`src/rtl/fwd_source_pipe_if.sv`:
```
// Forwarding packet type and the bundled handshake/bus signals of fwd_source_pipe.
// master = the pipe (producer of forwarding packets), slave = decode/forwarders/dmem side.
package fwd_source_pipe_pkg;
    typedef struct packed {
        logic        valid;
        logic [4:0]  rd;
        logic        rf_wr_en;
        logic        mem_read;
        logic [31:0] rd_data;
    } data_fwd_t;
endpackage

interface fwd_source_pipe_if;
    import fwd_source_pipe_pkg::*;

    logic        issue_valid_i;
    logic [4:0]  issue_rd_i;
    logic        issue_rf_wr_en_i;
    logic        issue_mem_read_i;
    logic        issue_ready_o;
    logic        load_use_hazard_i;
    logic        flush_i;
    logic [31:0] ex_result_i;
    data_fwd_t   ex_stage_o;
    data_fwd_t   mem_stage_o;
    logic        dmem_req_o;
    logic [31:0] dmem_addr_o;
    logic        dmem_rvalid_i;
    logic [31:0] dmem_rdata_i;
    logic        mem_stall_o;
    logic        wb_we_o;
    logic [4:0]  wb_rd_o;
    logic [31:0] wb_data_o;

    modport master (
        input  issue_valid_i, issue_rd_i, issue_rf_wr_en_i, issue_mem_read_i,
        input  load_use_hazard_i, flush_i, ex_result_i,
        input  dmem_rvalid_i, dmem_rdata_i,
        output issue_ready_o, ex_stage_o, mem_stage_o,
        output dmem_req_o, dmem_addr_o, mem_stall_o,
        output wb_we_o, wb_rd_o, wb_data_o
    );

    modport slave (
        output issue_valid_i, issue_rd_i, issue_rf_wr_en_i, issue_mem_read_i,
        output load_use_hazard_i, flush_i, ex_result_i,
        output dmem_rvalid_i, dmem_rdata_i,
        input  issue_ready_o, ex_stage_o, mem_stage_o,
        input  dmem_req_o, dmem_addr_o, mem_stall_o,
        input  wb_we_o, wb_rd_o, wb_data_o
    );
endinterface

```
`src/rtl/fwd_source_pipe.sv`:
```
// EX/MEM pipeline registers of the in-order core: drives the forwarding packets,
// inserts load-use/flush bubbles, freezes on outstanding loads and produces write-back.
module fwd_source_pipe
    import fwd_source_pipe_pkg::*;
#(
    parameter int unsigned CNT_W = 32
) (
    input  logic               clk_i,
    input  logic               rst_ni,
    fwd_source_pipe_if.master  bus,
    output logic [CNT_W-1:0]   retired_cnt_o,
    output logic               protocol_err_o
);

    typedef struct packed {
        logic       valid;
        logic [4:0] rd;
        logic       rf_wr_en;
        logic       mem_read;
    } ex_reg_t;

    typedef struct packed {
        logic        valid;
        logic [4:0]  rd;
        logic        rf_wr_en;
        logic        mem_read;
        logic [31:0] data;
    } mem_reg_t;

    typedef enum logic {
        RUN,
        LOAD_WAIT
    } state_t;

    state_t             state_q, state_d;
    ex_reg_t            ex_q, ex_d;
    mem_reg_t           mem_q, mem_d;
    logic [CNT_W-1:0]   cnt_q, cnt_d;
    logic               perr_q, perr_d;

    logic               mem_is_load;
    logic               load_done;
    logic               mem_stall;
    logic               advance;
    logic               retire;
    logic               issue_ready;
    logic               issue_take;
    logic [31:0]        mem_fwd_data;

    always_ff @(posedge clk_i or negedge rst_ni) begin
        if (!rst_ni) begin
            state_q <= RUN;
            ex_q    <= '0;
            mem_q   <= '0;
            cnt_q   <= '0;
            perr_q  <= 1'b0;
        end else begin
            state_q <= state_d;
            ex_q    <= ex_d;
            mem_q   <= mem_d;
            cnt_q   <= cnt_d;
            perr_q  <= perr_d;
        end
    end

    always_comb begin
        mem_is_load  = mem_q.valid && mem_q.mem_read;
        load_done    = mem_q.mem_read && bus.dmem_rvalid_i;
        mem_stall    = mem_is_load && !bus.dmem_rvalid_i;
        advance      = !mem_stall;
        retire       = mem_q.valid && advance;
        issue_ready  = advance && !bus.load_use_hazard_i && !bus.flush_i;
        issue_take   = issue_ready && bus.issue_valid_i;
        mem_fwd_data = load_done ? bus.dmem_rdata_i : mem_q.data;
    end

    // LOAD_WAIT is entered only with a load held in MEM, so the stall term
    // above already covers every LOAD_WAIT cycle.
    always_comb begin
        state_d = state_q;
        unique case (state_q)
            RUN:       if (mem_is_load && !bus.dmem_rvalid_i) state_d = LOAD_WAIT;
            LOAD_WAIT: if (bus.dmem_rvalid_i)                 state_d = RUN;
            default:                                          state_d = RUN;
        endcase
    end

    always_comb begin
        ex_d  = ex_q;
        mem_d = mem_q;
        if (advance) begin
            mem_d.valid    = ex_q.valid;
            mem_d.rd       = ex_q.rd;
            mem_d.rf_wr_en = ex_q.rf_wr_en;
            mem_d.mem_read = ex_q.mem_read;
            mem_d.data     = bus.ex_result_i;
            if (issue_take) begin
                ex_d.valid    = 1'b1;
                ex_d.rd       = bus.issue_rd_i;
                ex_d.rf_wr_en = bus.issue_rf_wr_en_i;
                ex_d.mem_read = bus.issue_mem_read_i;
            end else begin
                ex_d = '0;
            end
        end
    end

    // A response with no load waiting in MEM (including one left over from
    // before a reset) is dropped and latched as a protocol error.
    always_comb begin
        cnt_d  = retire ? cnt_q + CNT_W'(1) : cnt_q;
        perr_d = perr_q || (bus.dmem_rvalid_i && !mem_is_load);
    end

    always_comb begin
        bus.ex_stage_o.valid     = ex_q.valid;
        bus.ex_stage_o.rd        = ex_q.rd;
        bus.ex_stage_o.rf_wr_en  = ex_q.rf_wr_en;
        bus.ex_stage_o.mem_read  = ex_q.mem_read;
        bus.ex_stage_o.rd_data   = bus.ex_result_i;

        bus.mem_stage_o.valid    = mem_q.valid;
        bus.mem_stage_o.rd       = mem_q.rd;
        bus.mem_stage_o.rf_wr_en = mem_q.rf_wr_en;
        bus.mem_stage_o.mem_read = mem_q.mem_read;
        bus.mem_stage_o.rd_data  = mem_fwd_data;

        bus.issue_ready_o = issue_ready;
        bus.dmem_req_o    = ex_q.valid && ex_q.mem_read && advance;
        bus.dmem_addr_o   = bus.ex_result_i;
        bus.mem_stall_o   = mem_stall;

        bus.wb_we_o   = retire && mem_q.rf_wr_en && (mem_q.rd != 5'd0);
        bus.wb_rd_o   = mem_q.rd;
        bus.wb_data_o = mem_fwd_data;
    end

    assign retired_cnt_o  = cnt_q;
    assign protocol_err_o = perr_q;

endmodule
```
`src/flat_wrapper.sv`:
```
// flat-port wrapper written by rule: the top's interface ports become plain ports
module fwd_source_pipe_flat import fwd_source_pipe_pkg::*;
#(
    parameter int unsigned CNT_W = 32
)
  (clk_i, rst_ni, retired_cnt_o, protocol_err_o, bus_issue_valid_i, bus_issue_rd_i, bus_issue_rf_wr_en_i, bus_issue_mem_read_i, bus_load_use_hazard_i, bus_flush_i, bus_ex_result_i, bus_dmem_rvalid_i, bus_dmem_rdata_i, bus_issue_ready_o, bus_ex_stage_o, bus_mem_stage_o, bus_dmem_req_o, bus_dmem_addr_o, bus_mem_stall_o, bus_wb_we_o, bus_wb_rd_o, bus_wb_data_o);
  fwd_source_pipe_if bus_i ();
  input  logic clk_i;
  input  logic rst_ni;
  output logic [CNT_W-1:0] retired_cnt_o;
  output logic protocol_err_o;
  input wire logic [$bits(bus_i.issue_valid_i)-1:0] bus_issue_valid_i;
  input wire logic [$bits(bus_i.issue_rd_i)-1:0] bus_issue_rd_i;
  input wire logic [$bits(bus_i.issue_rf_wr_en_i)-1:0] bus_issue_rf_wr_en_i;
  input wire logic [$bits(bus_i.issue_mem_read_i)-1:0] bus_issue_mem_read_i;
  input wire logic [$bits(bus_i.load_use_hazard_i)-1:0] bus_load_use_hazard_i;
  input wire logic [$bits(bus_i.flush_i)-1:0] bus_flush_i;
  input wire logic [$bits(bus_i.ex_result_i)-1:0] bus_ex_result_i;
  input wire logic [$bits(bus_i.dmem_rvalid_i)-1:0] bus_dmem_rvalid_i;
  input wire logic [$bits(bus_i.dmem_rdata_i)-1:0] bus_dmem_rdata_i;
  output wire logic [$bits(bus_i.issue_ready_o)-1:0] bus_issue_ready_o;
  output wire logic [$bits(bus_i.ex_stage_o)-1:0] bus_ex_stage_o;
  output wire logic [$bits(bus_i.mem_stage_o)-1:0] bus_mem_stage_o;
  output wire logic [$bits(bus_i.dmem_req_o)-1:0] bus_dmem_req_o;
  output wire logic [$bits(bus_i.dmem_addr_o)-1:0] bus_dmem_addr_o;
  output wire logic [$bits(bus_i.mem_stall_o)-1:0] bus_mem_stall_o;
  output wire logic [$bits(bus_i.wb_we_o)-1:0] bus_wb_we_o;
  output wire logic [$bits(bus_i.wb_rd_o)-1:0] bus_wb_rd_o;
  output wire logic [$bits(bus_i.wb_data_o)-1:0] bus_wb_data_o;
  assign bus_i.issue_valid_i = bus_issue_valid_i;
  assign bus_i.issue_rd_i = bus_issue_rd_i;
  assign bus_i.issue_rf_wr_en_i = bus_issue_rf_wr_en_i;
  assign bus_i.issue_mem_read_i = bus_issue_mem_read_i;
  assign bus_i.load_use_hazard_i = bus_load_use_hazard_i;
  assign bus_i.flush_i = bus_flush_i;
  assign bus_i.ex_result_i = bus_ex_result_i;
  assign bus_i.dmem_rvalid_i = bus_dmem_rvalid_i;
  assign bus_i.dmem_rdata_i = bus_dmem_rdata_i;
  assign bus_issue_ready_o = bus_i.issue_ready_o;
  assign bus_ex_stage_o = bus_i.ex_stage_o;
  assign bus_mem_stage_o = bus_i.mem_stage_o;
  assign bus_dmem_req_o = bus_i.dmem_req_o;
  assign bus_dmem_addr_o = bus_i.dmem_addr_o;
  assign bus_mem_stall_o = bus_i.mem_stall_o;
  assign bus_wb_we_o = bus_i.wb_we_o;
  assign bus_wb_rd_o = bus_i.wb_rd_o;
  assign bus_wb_data_o = bus_i.wb_data_o;
  fwd_source_pipe #(.CNT_W(CNT_W)) u_core (.clk_i(clk_i), .rst_ni(rst_ni), .bus(bus_i), .retired_cnt_o(retired_cnt_o), .protocol_err_o(protocol_err_o));
endmodule
```
`config.mk`:
```
export PLATFORM = sky130hd
export DESIGN_NAME = fwd_source_pipe_flat
export DESIGN_NICKNAME = d
export VERILOG_FILES = /design/src/rtl/fwd_source_pipe_if.sv /design/src/rtl/fwd_source_pipe.sv /design/src/flat_wrapper.sv
export SDC_FILE = /design/constraint.sdc
export NUM_CORES = 1
export LEC_CHECK = 0
export ABC_AREA = 1
export CORE_ASPECT_RATIO = 0.8
export CORE_MARGIN = 5
export CORE_UTILIZATION = 40
export CTS_CLUSTER_SIZE = 20
export DETAILED_ROUTE_END_ITERATION = 10
export GPL_TIMING_DRIVEN = 0
export PLACE_DENSITY = 0.88
export SLEW_MARGIN = 20
export SYNTH_ARGS = -nofsm -noshare
export SYNTH_HDL_FRONTEND = slang
export SYNTH_SLANG_ARGS = --single-unit
```
`constraint.sdc`:
```
create_clock -name clk_i -period 3.25 [get_ports clk_i]
set_input_delay 0.65 -clock clk_i [delete_from_list [all_inputs] [get_ports clk_i]]
set_output_delay 0.65 -clock clk_i [all_outputs]
set_load 0.01 [all_outputs]
```
Word-level counts from Yosys, hierarchy flattened
Index checks and enable logic that the tools add are counted.
{ "word_totals": {"latch_bits": 0, "in_bits": 77, "regBits": 81, "out_inout_bits": 186, "rom_bits": 0, "wordCells": 33, "mem_count": 0, "mem_bits_rw": 0} }
{ "classes": {"addsub": 1, "bitwise": 0, "n_reduce_logical": 19, "mul": 0, "muxes": 2, "magnitude_cmp": 0, "shift": 0, "n_div": 0, "n_eq_ne": 0} }
{ "ops": {"columns": ["op", "n"], "rows": [
  ["$add 32x1->32 const B", 1],
  ["$mux 32", 1],
  ["$logic_and 1x1->1", 12],
  ["$mux 8", 1],
  ["$logic_not 1->1", 5],
  ["$reduce_bool 5->1", 1],
  ["$logic_or 1x1->1", 1]
]} }

Longest topological paths before layout
Gate-level depths: netlist of the first run.
{ "depth": {"word_depth": 7, "ltp_mapped": 9, "ltp_nobuf": 9} }

Least setup slack after synthesis of the first run
OpenSTA, ideal clock, no wires.
{ "synth_timing": {"path_kind": "input port to output port", "start": "in bus_dmem_rvalid_i", "end": "out bus_wb_data_o[10]", "path_buffers": 2, "required_time_ns": 2.600, "cell_stages": 5, "setup_slack_ns": 0.990, "t_arrival_ns": 1.610, "path_cell_list": "nand2_1 > clkbuf_1 > nor2_1 > a21oi_1 > buf_4"} }
{ "synth_via": {"elab_chain_len": 2} }
{ "synth_rtl": {"columns": ["element", "line", "rtl"], "rows": [
  ["start, declared", "flat_wrapper.sv:19", "input wire logic [$bits(bus_i.dmem_rvalid_i)-1:0] bus_dmem_rvalid_i;"],
  ["$logic_and 1x1->1", "fwd_source_pipe.sv:68", "load_done = mem_q.mem_read && bus.dmem_rvalid_i;"],
  ["$mux 32", "fwd_source_pipe.sv:74", "mem_fwd_data = load_done ? bus.dmem_rdata_i : mem_q.data;"],
  ["end, declared", "flat_wrapper.sv:29", "output wire logic [$bits(bus_i.wb_data_o)-1:0] bus_wb_data_o;"]
]} }
Every way passes these cells.

Worst setup path in the final report of the first run
{ "layout_timing": {"start": "in bus_dmem_rvalid_i", "end": "out bus_wb_data_o[8]"} }
Same word-level chain as after synthesis.

==> flow_summary_export.csv, run 1 <==
group,metric,value,unit
cts,cts_buffers,9,
worst_setup_path,cp-end-kind,"primary output",
cts,cts.clk_slew.worst_paths,0.06,ns
global_routing,grt_antenna_before_repair,0,
synth,avgSynthCellArea,7.84,µm²
sta,maxSlewViolCount,0,
cts,cts_sinks,81,
finish,drive_gt1_share,18.5,%
power_and_ir_drop,p_total,0.00287,W
worst_setup_path,worstSetupPathType,"input port to primary output",
floorplan,core_area,11600,µm²
sta,rsz0062_at_grt,"true",
routing,drc,0,
sta,finalSetupTns,0,ns
routing,drtIter0Drc,264,
floorplan,dieArea,14300,µm²
floorplan,dieHeight,108,µm
sta,tightest_slew,0.519,ns
routing,postRouteAntennaNets,0,
power_and_ir_drop,power_leakage,3.76,nW
worst_setup_path,cp.required,2.60,ns
sta,slew_headroom,65.4,%
global_routing,first_global_vias,4609,
worst_setup_path,timing.rr.start,"u_core.retired_cnt_o[0]",
sta,finClkSkew,0.00947,ns
floorplan,pin_count,263,
routing,vias_per_cell,4.61,
global_routing,track_usage,21.0,%
global_routing,grt_pass1_wl,24000,µm
sta,hold_viol,0,
worst_setup_path,crit_fanout,10,
finish,fin_nets,965,
placed_design,hpwl,12900,µm
placed_design,globalplace.congestion,0.859,
cts,insertion_delay,0.33,ns
cts,clk_root_buffer_cell,"clkbuf_16",
synth,ys_warn_count,0,
routing,wl,15600,µm
worst_hold_path,min_path_type,"input port to async pin",
sta,fin_crit_sh,98.3,%
power_and_ir_drop,p_per_area,360,nW/µm²
worst_setup_path,r2r_slack,1.51,ns
sta,finalCriticalPeriod,3.19,ns
synth,netlist_instances,614,
floorplan,fp-row-count,35,
run,cap_violations,0,
routing,vias,4791,
floorplan,die_w,133,µm
finish,num_antenna_cells,0,
routing,drt_first_pass_iters,5,
sta,max_freq,313,MHz
sta,hold_ws,0.289,ns
synth,synth_nets,692,
cts,cts_hold_buf,0,
outcome,status,"finished clean",
global_routing,grt_overflow,0,
placed_design,port_buffers,261,
global_routing,grt_max_degree,42,
routing,post_drt_wl_per_cell,15.0,µm
synth,synth_area,4810,µm²
worst_setup_path,start_kind,"input port",
power_and_ir_drop,ir_drop,0.325,mV
worst_setup_path,worstSetupStartpoint,"bus_dmem_rvalid_i",
cts,clockBufferDepth,2,
worst_setup_path,cp.arrival,2.54,ns
sta,finalSetupViolCount,0,
synth,ys_ff_latch,81,
finish,area_delta_synth_final,65.7,%
cts,tritoncts,"yes",
synth,yosysSeqAreaShare,42.1,%
floorplan,initial_core_util,41.3,%
synth,yosysUniqueCellTypes,29,
cts,h-tree-depth,3,
## timing repair
| item | in CTS | in global routing |
|---|---|---|
| gates resized for setup | 7 | 11 |
| gates cloned | 0 | 0 |
| setup endpoints to repair | 62 | 14 |
| setup buffers | 0 | 0 |
## report_power, final
part           switching, W  internal, W
Clock              0.000399     0.000641
Combinational      0.000281     0.000432
Sequential        0.0000540      0.00106
## kinds of logic (layout without fill, tap and decap cells)
kind of cell	after synthesis	count (layout)	synth area share [%]
buffers and inverters	202	480	24.5
AO/OA/AOI/OAI	78	78	8.42
AND/OR/NAND/NOR	232	232	21.0
adder cells (fa/ha/maj)	1	1	0.260
flip-flops	81	81	42.1
XOR/XNOR	20	20	3.64
## stage by stage
step | util, % | cell area (µm²) | std cells | worst slack [ns]
finish | 68.5 | 7980 | 1040 | 0.0559
detailed placement | 65.5 | 7630 | 1024 | -0.244
floorplan | - | 4810 | 614 | 0.990
CTS | 68.3 | 7960 | 1040 | 0.0226
global placement | 65.3 | 7610 | 1023 | -1.33
global route | 68.5 | 7980 | 1040 | -0.0391
## worst max-delay path, cell delays in order
cell             delay [ns]
clkdlybuf4s50_1        0.51
nand2_2                0.16
clkbuf_2               0.26
a21oi_1                0.29
buf_4                  0.15
clkdlybuf4s50_1        0.52
## routing by layer
metal	global-route usage, %	part of all wire, %	routed length (µm)	vias to the layer above
met3	5.95	7.3	1140	21
met1	26.1	41	6350	2207
li1	-	-	-	2358
met4	6.01	1.6	252	0
met5	0	0	0	-
met2	36.0	50	7860	205
## final cells by class
class	instances	area, µm²
Buffer	126	903
Inverter	76	285
Tap cell	148	185
Clock inverter	5	61.3
Multi-Input combinational cell	331	1630
Clock buffer	11	253
Timing Repair Buffer	262	2630
Sequential cell	81	2030
Fill cell	930	3670
## final timing paths
kind / endpoint / depth (start not counted)
worst max-delay path: bus_wb_data_o[8] / 6
worst min-delay path: u_core.retired_cnt_o[13] / 1
worst max register to register: u_core.retired_cnt_o[26] / 8
worst min register to register: u_core.protocol_err_o / 1
max in group asynchronous: u_core.mem_q[13] / 2
min in group clk_i: u_core.protocol_err_o / 1
## cells in the final DEF, fill, tap and decap left out, types with 2 or more instances in the layout
cell               n
a21oi_1           27
a21oi_2            6
buf_2              9
buf_4            110
clkbuf_1           4
clkbuf_16          9
clkbuf_2           2
clkbuf_8           2
clkdlybuf4s50_1  260
clkinv_4           2
dfrtp_1           81
inv_1             74
inv_2              2
nand2_1          113
nand2_2            2
nand3_1           30
nand3_2            2
nand3b_1           2
nand4_1            8
nor2_1            56
nor2_2             9
nor2_4             2
nor3_1             5
o21ai_0           39
o21ai_1            4
xnor2_1           15
xor2_1             5
## synthesized netlist by cell type
cell | number | area [µm²]
nor2_1 | 56 | 210
nand2_1 | 114 | 428
buf_2 | 5 | 25.0
nor3_1 | 5 | 25.0
dfrtp_1 | 81 | 2030
a311oi_1 | 1 | 8.76
nand3b_1 | 2 | 15.0
xnor2_1 | 15 | 131
xor2_1 | 5 | 43.8
nand3_1 | 30 | 150
o21ai_0 | 39 | 195
clkbuf_1 | 10 | 37.5
or2_2 | 1 | 6.26
nand4_1 | 8 | 50.1
buf_1 | 1 | 3.75
nand2_2 | 1 | 6.26
nor3_4 | 1 | 16.3
a21oi_4 | 1 | 16.3
inv_1 | 74 | 278
buf_4 | 109 | 818
inv_2 | 2 | 7.51
ha_1 | 1 | 12.5
nor3b_1 | 1 | 7.51
nor2_4 | 2 | 22.5
nor2_2 | 9 | 56.3
nand3_2 | 2 | 20.0
buf_6 | 1 | 11.3
a21oi_1 | 33 | 165
o21ai_1 | 4 | 20.0
## sequential cells by signal, summed over array words and instances, names as in the netlist
register and count:
u_core.mem_q 32, u_core.retired_cnt_o 32, u_core.bus.ex_stage_o 8, u_core.bus.wb_rd_o 5, u_core.bus.mem_stage_o 3, u_core.protocol_err_o 1
Power figures use the tool's default switching activity.
==> inputs of run 2 (changes only) <==
Settings changed: MAX_ROUTING_LAYER set to met4, PLACE_DENSITY 0.88 to 0.89.
==> run 2 against run 1 <==
Against the previous run: cell area increased by 0.22%; non-clock buffer count unchanged; clock skew decreased by 0.0026 ns; critical path type unchanged; critical endpoint is now bus_wb_data_o[3]; largest cell class unchanged.
==> flow_summary_export.csv, run 2 (same netlist as run 1, synthesis figures left out) <==
group,metric,value,unit
outcome,status,"finished clean",
sta,worst_slack,0.0478,ns
placed_design,place_ws,-0.276,ns
cts,cts.clk_slew.worst_paths,0.06,ns
global_routing,use_met1,26.7,%
finish,layout_common_cells,"clkdlybuf4s50_1 (259), nand2_1 (113), buf_4 (110), dfrtp_1 (81), inv_1 (74)",
sta,hold_viol,0,
worst_setup_path,cp.arrival,2.55,ns
cts,tritoncts,"yes",
sta,finalSetupViolCount,0,
finish,area_delta_synth_final,66.0,%
finish,final_cell_count_no_fill,1039,
global_routing,gr-usage-met3,4.23,%
run,cap_violations,0,
worst_setup_path,timing.rr.start,"u_core.retired_cnt_o[0]",
finish,fin_nets,965,
cts,cts_buffers,9,
cts,h-tree-depth,3,
global_routing,grtUsageMet2,37.8,%
placed_design,port_buffers,261,
floorplan,dieHeight,108,µm
sta,finClkSkew,0.00686,ns
placed_design,globalplace.congestion,0.907,
sta,fin_crit_sh,98.5,%
floorplan,pin_count,263,
global_routing,first_global_vias,4809,
routing,wl,15800,µm
floorplan,fp-row-count,35,
floorplan,dieArea,14300,µm²
sta,maxSlewViolCount,0,
cts,clk_root_buffer_cell,"clkbuf_16",
worst_setup_path,crit_fanout,10,
cts,clockBufferDepth,2,
sta,finalCriticalPeriod,3.20,ns
worst_hold_path,min_path_type,"input port to async pin",
sta,max_freq,312,MHz
finish,drive_gt1_share,18.4,%
power_and_ir_drop,p_per_area,362,nW/µm²
global_routing,grt_overflow,0,
worst_setup_path,cp.required,2.60,ns
worst_setup_path,worstSetupPathType,"input port to primary output",
routing,drt_first_pass_iters,5,
placed_design,hpwl,12900,µm
cts,cts_sinks,81,
routing,vias_per_cell,4.67,
routing,drc,0,
worst_setup_path,reg2reg_to,"u_core.retired_cnt_o[30]",
global_routing,track_usage,21.8,%
global_routing,grt_max_degree,44,
finish,num_antenna_cells,0,
global_routing,grt_pass1_wl,24700,µm
floorplan,core_area,11600,µm²
power_and_ir_drop,ir_drop,0.344,mV
routing,vias,4857,
finish,final_common_cell,"clkdlybuf4s50_1",
worst_setup_path,cp-end-kind,"primary output",
routing,postRouteAntennaNets,0,
floorplan,initial_core_util,41.3,%
routing,post_drt_wl_per_cell,15.2,µm
floorplan,die_w,133,µm
worst_setup_path,start_kind,"input port",
worst_setup_path,r2r_slack,1.52,ns
sta,slew_headroom,66.3,%
sta,tightest_slew,0.505,ns
routing,drtIter0Drc,306,
cts,insertion_delay,0.32,ns
worst_setup_path,reg2reg_depth,8,
power_and_ir_drop,power_leakage,3.79,nW
placed_design,placedCellCount,1024,
global_routing,grt_busiest_layer,"met2",
sta,rsz0062_at_grt,"true",
cts,cts_hold_buf,0,
global_routing,grt_antenna_before_repair,0,
run 2: worst max path at each step:
stage	slack, ns	from	cells after the start	endpoint
after floorplan	0.99	bus_dmem_rvalid_i	5	bus_wb_data_o[10]
after CTS	0.001	bus_dmem_rvalid_i	6	bus_wb_data_o[12]
after detailed placement	-0.28	bus_dmem_rvalid_i	7	bus_wb_data_o[26]
after global routing	-0.04	bus_dmem_rvalid_i	6	bus_wb_data_o[3]
after global placement	-1.36	rst_ni	1	u_core.mem_q[16]
final	0.05	bus_dmem_rvalid_i	6	bus_wb_data_o[3]
run 2: worst max-delay path: stages:
cell and delay (ns):
clkdlybuf4s50_1 0.55, nand2_4 0.12, clkbuf_2 0.23, a21oi_1 0.31, buf_4 0.16, clkdlybuf4s50_1 0.52
run 2: routing by layer:
metal / vias to the layer above / wire length (µm) / share of wire [%]
met5: - / 0 / 0
met1: 2258 / 6510 / 41
met2: 231 / 7990 / 50
li1: 2354 / - / -
met4: 0 / 229 / 1.4
met3: 14 / 1090 / 6.9
run 2: repair_timing:
item,CTS,global route
resized for setup,9,12
setup buffers,0,0
endpoints found under the setup margin,62,25
run 2: through the flow:
step / TNS, ns / total power (W) / hold WS [ns] / area [µm²] / util (%)
final: 0 / 0.00289 / 0.295 / 7990 / 68.6
after global routing: -0.0853 / 0.00301 / 0.336 / 7990 / 68.6
after CTS: 0 / 0.00293 / 0.306 / 7960 / 68.3
after detailed placement: -7.47 / 0.00185 / 0.464 / 7630 / 65.5
after global placement: -114.16 / 0.00183 / 0.455 / 7610 / 65.3
after floorplan: 0 / 0.00141 / 0.354 / 4810 / -
run 2: layout make-up:
class	instances	area, µm²
Timing Repair Buffer	262	2630
Inverter	76	285
Buffer	126	911
Multi-Input combinational cell	331	1640
Tap cell	148	185
Clock buffer	9	225
Fill cell	908	3650
Clock inverter	6	91.3
Sequential cell	81	2030
run 2: report_power, final:
| group | leakage, nW | switching (W) | internal (W) | total [W] |
|---|---|---|---|---|
| logic | 2.62 | 0.000283 | 0.000432 | 0.000715 |
| registers | 1.01 | 0.0000534 | 0.00106 | 0.00112 |
| clock network | 0.156 | 0.000391 | 0.000672 | 0.00106 |
==> inputs of run 3 (changes only) <==
Settings changed: SKIP_CTS_REPAIR_TIMING set to 1.
==> run 3 against run 2 <==
Against the previous run: maximum frequency rose by 1.6%; sequential power barely moved; die area did not move; sequential share of layout area barely moved; global-route usage barely moved; non-clock buffer count did not move; cell area barely moved; wire length rose by 0.18%; critical path type unchanged; largest power group unchanged.
==> flow_summary_export.csv, run 3 (same netlist as run 1, synthesis figures left out) <==
group,metric,value,unit
sta,slew_headroom,66.2,%
power_and_ir_drop,p_seq_share,38.5,%
sta,finalSetupViolCount,0,
floorplan,pin_count,263,
cts,insertion_delay,0.32,ns
routing,drt_first_pass_iters,5,
routing,wl,15800,µm
cts,cts_sinks,81,
global_routing,grt_max_degree,44,
floorplan,initial_core_util,41.3,%
power_and_ir_drop,p_per_area,363,nW/µm²
worst_setup_path,worstSetupPathType,"input port to primary output",
routing,drtIter0Drc,305,
floorplan,dieArea,14300,µm²
global_routing,grt_antenna_before_repair,0,
power_and_ir_drop,ir_drop,0.344,mV
placed_design,globalplace.congestion,0.907,
placed_design,placed_cell_area,7630,µm²
cts,cts_buffers,9,
worst_hold_path,min_path_type,"input port to async pin",
sta,tightest_slew,0.507,ns
power_and_ir_drop,p_int,0.00217,W
worst_setup_path,path_cells,"clkdlybuf4s50_1 > nand2_4 > buf_2 > a21oi_1 > buf_4 > clkdlybuf4s50_1",
cts,clockBufferDepth,2,
finish,final_area,8000,µm²
finish,num_antenna_cells,0,
cts,tritoncts,"yes",
global_routing,track_usage,21.8,%
power_and_ir_drop,combPwrFrac,24.7,%
routing,drc,0,
worst_setup_path,reg2reg_depth,8,
sta,max_freq,317,MHz
run,cap_violations,0,
cts,cts.clk_slew.worst_paths,0.06,ns
placed_design,hpwl,12900,µm
finish,layout_common_cells,"clkdlybuf4s50_1 (259), nand2_1 (113), buf_4 (110), dfrtp_1 (81), inv_1 (74)",
routing,post_drt_wl_per_cell,15.3,µm
power_and_ir_drop,switching_share,25.3,%
worst_setup_path,crit_fanout,10,
floorplan,core_area,11600,µm²
worst_setup_path,cp-end-kind,"primary output",
sta,finalCriticalPeriod,3.15,ns
cts,h-tree-depth,3,
finish,final_cell_count_no_fill,1039,
power_and_ir_drop,pwr-share-clk,36.8,%
placed_design,port_buffers,261,
routing,vias_per_cell,4.67,
power_and_ir_drop,switchingPower,0.000732,W
worst_setup_path,max_stage_delay,0.55,ns
sta,maxSlewViolCount,0,
sta,finClkSkew,0.00859,ns
power_and_ir_drop,power_leakage,3.79,nW
finish,area_delta_synth_final,66.1,%
sta,hold_viol,0,
cts,clk_root_buffer_cell,"clkbuf_16",
finish,fin_nets,965,
worst_setup_path,cp.arrival,2.50,ns
finish,fillers,904,
global_routing,grt_overflow,0,
outcome,status,"finished clean",
floorplan,die_w,133,µm
floorplan,dieHeight,108,µm
sta,finalSetupTns,0,ns
sta,rsz0062_at_grt,"false",
worst_setup_path,start_kind,"input port",
finish,final_common_cell,"clkdlybuf4s50_1",
finish,drive_gt1_share,18.6,%
routing,vias,4854,
placed_design,placedCellCount,1024,
sta,fin_crit_sh,97.0,%
global_routing,grt_pass1_wl,24700,µm
worst_setup_path,cp.required,2.60,ns
global_routing,first_global_vias,4813,
routing,postRouteAntennaNets,0,
power_and_ir_drop,p_total,0.00290,W
worst_setup_path,cpMostUsedCell,"clkdlybuf4s50_1",
worst_setup_path,crit_slowest_cell,"clkdlybuf4s50_1",
floorplan,fp-row-count,35,
-- run 3: cell types whose count changed in the layout (fill, tap and decap cells not counted) --
cell	before	now
buf_2	7	9
a21oi_2	6	8
a21oi_1	27	25
clkbuf_2	1	0
clkbuf_4	3	2
-- run 3: layout make-up --
| cell class | count | area [µm²] | share of cell area, % |
|---|---|---|---|
| timing repair buffer | 262 | 2630 | 32.9 |
| inverter | 76 | 285 | 3.57 |
| multi-input combinational | 331 | 1640 | 20.6 |
| clock inverter | 6 | 91.3 | 1.14 |
| buffer | 126 | 908 | 11.4 |
| sequential | 81 | 2030 | 25.3 |
| clock buffer | 9 | 225 | 2.82 |
| tap | 148 | 185 | 2.32 |
-- run 3: layer usage --
| layer | wire length (µm) | vias up | global-route usage, % | share of wire [%] |
|---|---|---|---|---|
| met5 | 0 | - | - | 0 |
| met4 | 239 | 0 | 4.97 | 1.5 |
| met3 | 1210 | 16 | 4.33 | 7.6 |
| met2 | 8000 | 226 | 37.8 | 51 |
| met1 | 6400 | 2258 | 26.6 | 40 |
| li1 | - | 2354 | - | - |
-- run 3: path summary, 6_finish.rpt --
check	start	slack (ns)	to
worst max-delay path	bus_dmem_rvalid_i	0.1	bus_wb_data_o[2]
worst min-delay path	rst_ni	0.30	u_core.retired_cnt_o[14]
worst max register to register	u_core.retired_cnt_o[0]	1.52	u_core.retired_cnt_o[30]
worst min register to register	u_core.protocol_err_o	0.48	u_core.protocol_err_o
max in group asynchronous	rst_ni	2.35	u_core.mem_q[15]
min in group clk_i	u_core.protocol_err_o	0.48	u_core.protocol_err_o
-- run 3: critical path, delay by kind of cell --
kind	cells	cell delay, ns
and+or+nand+nor	1	0.12
buffers and inverters	4	1.45
AOI/OAI and AO/OA	1	0.27
-- run 3: per-stage QoR --
stage / utilization (%) / setup WS [ns] / hold WS, ns
finish: 68.7 / 0.0976 / 0.296
detailed placement: 65.5 / -0.276 / 0.464
CTS: 68.2 / -0.296 / 0.306
floorplan: - / 0.990 / 0.354
global route: 68.7 / 0.00430 / 0.336
global placement: 65.3 / -1.36 / 0.455
-- run 3: power groups by stage --
| stage | clock (W) | combinational, W | sequential (W) |
|---|---|---|---|
| floorplan | 0 | 0.000269 | 0.00114 |
| global placement | 0 | 0.000699 | 0.00113 |
| detailed placement | 0 | 0.000717 | 0.00113 |
| CTS | 0.00109 | 0.000721 | 0.00112 |
| global route | 0.00113 | 0.000766 | 0.00112 |
| finish | 0.00107 | 0.000716 | 0.00112 |
